## src/rtl/fir_sample_fifo.sv

```systemverilog
// fir_sample_fifo: producer-side input sample FIFO for the FIR filter.
// Circular store of DEPTH words with first-word-fall-through head, flush on
// coefficient reload, registered occupancy counter, full/almost-full status
// and a sticky overflow flag for dropped pushes.
module fir_sample_fifo #(
  parameter int DATA_W   = 32,
  parameter int DEPTH    = 8,
  parameter int AF_LEVEL = 6
) (
  input  logic                     clk,
  input  logic                     reset,
  input  logic                     PushIn,
  input  logic [DATA_W-1:0]        DataIn,
  input  logic                     PushCoef,
  input  logic                     fifoPullOut,
  output logic [DATA_W-1:0]        fifo_dout,
  output logic                     fifo_empty,
  output logic                     fifo_full,
  output logic                     almost_full,
  output logic                     overflow,
  output logic [$clog2(DEPTH):0]   count
);

  localparam int PTR_W = $clog2(DEPTH);
  localparam int CNT_W = PTR_W + 1;
  localparam logic [CNT_W-1:0] DEPTH_C = CNT_W'(DEPTH);
  localparam logic [CNT_W-1:0] AF_C    = CNT_W'(AF_LEVEL);

  logic [DATA_W-1:0] mem_q [DEPTH];

  logic [PTR_W-1:0] wr_ptr_q, wr_ptr_d;
  logic [PTR_W-1:0] rd_ptr_q, rd_ptr_d;
  logic [CNT_W-1:0] count_q, count_d;
  logic             overflow_q, overflow_d;

  logic pull_ok;
  logic push_ok;
  logic mem_we;

  // Accept decisions: a pull needs data; a push needs room, or a pull that
  // frees a slot in the same cycle. A flush overrides both.
  always_comb begin
    pull_ok = fifoPullOut && (count_q != '0);
    push_ok = PushIn && ((count_q < DEPTH_C) || pull_ok);
    mem_we  = push_ok && !PushCoef;
  end

  // Next-state: flush first, otherwise pointer/count update and overflow.
  always_comb begin
    wr_ptr_d   = wr_ptr_q;
    rd_ptr_d   = rd_ptr_q;
    count_d    = count_q;
    overflow_d = overflow_q;
    if (PushCoef) begin
      wr_ptr_d   = '0;
      rd_ptr_d   = '0;
      count_d    = '0;
      overflow_d = 1'b0;
    end else begin
      if (push_ok) begin
        wr_ptr_d = wr_ptr_q + PTR_W'(1);
      end
      if (pull_ok) begin
        rd_ptr_d = rd_ptr_q + PTR_W'(1);
      end
      case ({push_ok, pull_ok})
        2'b10:   count_d = count_q + CNT_W'(1);
        2'b01:   count_d = count_q - CNT_W'(1);
        default: count_d = count_q;
      endcase
      // Only reachable when full with no pull: the word is dropped.
      if (PushIn && !push_ok) begin
        overflow_d = 1'b1;
      end
    end
  end

  // Control state registers with asynchronous reset.
  always_ff @(posedge clk or posedge reset) begin
    if (reset) begin
      wr_ptr_q   <= '0;
      rd_ptr_q   <= '0;
      count_q    <= '0;
      overflow_q <= 1'b0;
    end else begin
      wr_ptr_q   <= wr_ptr_d;
      rd_ptr_q   <= rd_ptr_d;
      count_q    <= count_d;
      overflow_q <= overflow_d;
    end
  end

  // Sample storage; contents are intentionally not reset.
  always_ff @(posedge clk) begin
    if (mem_we && !reset) begin
      mem_q[wr_ptr_q] <= DataIn;
    end
  end

  // Status and head word, all derived from registered state only.
  always_comb begin
    fifo_empty  = (count_q == '0);
    fifo_full   = (count_q == DEPTH_C);
    almost_full = (count_q >= AF_C);
    overflow    = overflow_q;
    count       = count_q;
    fifo_dout   = fifo_empty ? '0 : mem_q[rd_ptr_q];
  end

endmodule

```

## config.mk

```make
export PLATFORM = sky130hd
export DESIGN_NAME = fir_sample_fifo
export DESIGN_NICKNAME = d
export VERILOG_FILES = /design/src/rtl/fir_sample_fifo.sv
export SDC_FILE = /design/constraint.sdc
export NUM_CORES = 1
export LEC_CHECK = 0
export BUFFER_PORTS_ARGS = -buffer_cell sky130_fd_sc_hd__buf_2
export CAP_MARGIN = 20
export CELL_PAD_IN_SITES_DETAIL_PLACEMENT = 0
export CELL_PAD_IN_SITES_GLOBAL_PLACEMENT = 1
export CORE_MARGIN = 2
export CORE_UTILIZATION = 52
export DETAILED_ROUTE_END_ITERATION = 10
export PLACE_DENSITY_LB_ADDON = 0.15
export REMOVE_ABC_BUFFERS = 1
export SYNTH_ARGS = -nofsm -noshare
export SYNTH_HDL_FRONTEND = slang
export SYNTH_SLANG_ARGS = --single-unit
```

## constraint.sdc

```tcl
create_clock -name clk -period 5 [get_ports clk]
set_input_delay 1 -clock clk [delete_from_list [all_inputs] [get_ports clk]]
set_output_delay 1 -clock clk [all_outputs]
set_load 0.1 [all_outputs]
```

==> impl_metrics.tcl <==
set metrics [dict create \
    synth-edff-count 256 \
    io_buffers 76 \
    grt_max_degree 36 \
    critical_path_class "flip-flop to output port" \
    hold_path_class "input pin to async pin" \
    ant_nets 0 \
    setup_tns_ns 0 \
    io_pins 77 \
    max_freq_mhz 262 \
    fin_cells 867 \
    gp_congestion 0.716 \
    setup_viol 0 \
    drv_slew 0 \
    drc 0 \
    nets 622 \
    antenna_found_initial 2 \
    cts_hold_buf 0 \
    die_y_um 146 \
    die-width_um 146 \
    firstDrtPassIters 4 \
    dp_slack_ns 1.62 \
    cts_tree "yes" \
    period_needed_ns 3.82 \
    internal-power_mw 4.08 \
    synth-seq-cells 267 \
    synth_flop_cell "edfxtp_1" \
    power_density_nw_per_um2 566 \
    vdd_ir_drop_max_mv 0.558 \
    cts_buffer_depth 3 \
    worstPathArrival_ns 2.82 \
    fp-row-count 51 \
    fp.dieArea_um2 21300 \
    worst_r2r_startpoint "count[3]" \
    dpl.cell_count 817 \
    synth_area_um2 10500 \
    drv_cap 0 \
    fin_util_pct 61.6 \
    multi_input_area_um2 2410 \
    wirelength_mm 19.1 \
    r2r_slack_ns 2.26 \
    p_comb_share_pct 34.9 \
    synthDistinctLibCells 39 \
    post-route-period-util_pct 76.4 \
    cts_num_sinks 267 \
    cts_resized 0 \
    seq_area_frac_synth_pct 76.0 \
    h-tree-depth 1 \
    fp.coreArea_um2 19600 \
    vias 4882 \
    clockRootBuffer "clkbuf_16" \
    relSlewSlack_pct 40.6 \
    cts_made_buffers 27 \
    cp_max_fo 35 \
    whs_ns 0.519 \
    status "completed" \
    final_cell_area_um2 12100 \
    clkLatencyLatePin_ns 0.51 \
    worstMarginPinSlew_ns 0.890 \
    r2r_cells 5 \
    syn_area_per_cell_um2 21.5 \
    grt_use_total_pct 18.4 \
    synth_top_area_share_pct 73.4 \
    start_util_pct 53.5 \
    power_mw 6.83 \
    placed_cell_area_um2 11300 \
    grt_pass1_vias 5171 \
    switching_share_pct 40.3 \
    synth_area_leader_cell "edfxtp_1" \
    drt_iter0_drc 361 \
    grt_pass1_wl_mm 29.8 \
    grt_overflow 0 \
    yosysWarnings 0 \
    yosys-top-cells-area "edfxtp_1 (73%), mux4_2 (14%), mux2i_1 (3.2%), dfrtp_1 (2.6%), nor2_1 (1.8%)" \
    hold_viol 0 \
    drive_gt1_share_pct 34.2 \
    power_frac_clock_pct 26.9 \
    r2r_end "mem_q[4][0]" \
    cts_post_setup_buffers_inserted 0 \
    pwr-share-seq_pct 38.2 \
    end_kind "output port" \
    p_switching_mw 2.75 \
    ys_async_sr_fraction_pct 4.12 \
    dp_hpwl_mm 11.1 \
    area_delta_synth_final_pct 15.2 \
    crit_required_ns 4.00 \
    synth_cells 488 \
    p_leak_nw 3.93 \
    fin_worst_skew_ns 0.00745 \
    register_area_um2 7970 \
    rsz0062_at_grt "no" \
    setup_slack_ns 1.18 \
    wire_per_inst_um 22.0 \
    clk_pin_slew_ns 0.06 \
    nFillCells 1408 \
    vias_per_cell 5.63 \
    start_kind "flip-flop" \
]
==> final cells by class <==
type	instances	share of cell area, %
Clock inverter	14	0.933
Multi-Input combinational cell	193	19.9
Antenna cell	2	0.0415
Sequential cell	267	66.0
Timing Repair Buffer	90	4.46
Tap cell	265	2.75
Clock buffer	34	5.81
Inverter	2	0.0622
==> cell usage after synthesis (all sizes together), types with 2 or more instances <==
library cell,number
edfxtp,256
a21oi,4
buf,24
mux2i,34
nand2,4
nor3,2
dfrtp,11
nor2,49
xor2,4
nand2b,4
ha,4
nor4b,2
nand3,3
o41ai,2
o21ai,2
mux4,64
clkbuf,2
inv,2
xnor2,2
==> state kept, by name (all words and copies together) (netlist names) <==
name / flops
count: 4
mem_q: 256
overflow: 1
rd_ptr_q: 3
wr_ptr_q: 3
==> worst max-delay path by stage <==
| stage | endpoint | from | cells after the start |
|---|---|---|---|
| after CTS | fifo_dout[21] | rd_ptr_q[0] | 5 |
| final | fifo_dout[21] | rd_ptr_q[0] | 5 |
| after detailed placement | mem_q[4][6] | fifoPullOut | 6 |
| after global placement | mem_q[2][20] | fifoPullOut | 5 |
| after global routing | fifo_dout[8] | rd_ptr_q[0] | 5 |
| after floorplan | fifo_dout[0] | count[1] | 2 |
==> layout by cell type, fill, tap and decap left out, types with 2 or more instances in the layout <==
master     count
nor4b_1        2
dfrtp_1        8
a21oi_1        3
edfxtp_1     256
nand2b_1       4
ha_1           4
buf_4         11
buf_16         2
clkinv_2       6
nand2_1        4
buf_2         76
clkinv_1       6
nor2_1        43
inv_1          2
xnor2_1        2
nor2_4         6
bufinv_16      2
mux2i_1       34
clkbuf_16     27
clkbuf_1       7
dfrtp_2        2
xor2_1         4
mux4_2        64
nand3_1        3
diode_2        2
==> power groups by stage <==
stage                     clock network [mW]  registers [mW]  logic [mW]
after floorplan                            0            2.76        1.88
after global placement                     0            2.66        2.39
after detailed placement                   0            2.66        2.41
after CTS                               1.89            2.61        2.41
after global routing                    1.98            2.63        2.48
final                                   1.84            2.61        2.38
==> critical path, cell delays in order (launching register included) <==
cell	delay, ns
dfrtp_4	0.89
buf_4	0.36
mux4_2	0.53
mux2i_1	0.15
nor2_1	0.05
buf_2	0.30
==> cell families (layout without fill, tap and decap cells) <==
family | Yosys count | in the layout | share of synthesized area, %
compound gates | 16 | 16 | 1.36
xor+xnor | 6 | 6 | 0.501
fa+ha+maj | 4 | 4 | 0.478
buf+inv | 28 | 140 | 1.66
flops | 267 | 267 | 76.0
mux | 98 | 98 | 17.0
other cells | 0 | 2 | 0
simple gates | 69 | 69 | 3.02
==> layer usage <==
metal	part of all wire [%]	vias to the layer above	wire length [um]	GRT usage [%]
li1	-	2191	-	-
met1	45	2568	8520	25.8
met2	50	106	9560	30.7
met3	4.2	17	804	3.32
met4	1.0	0	200	3.77
met5	0	-	0	0
Note: power is estimated with default switching activity, not from simulation.
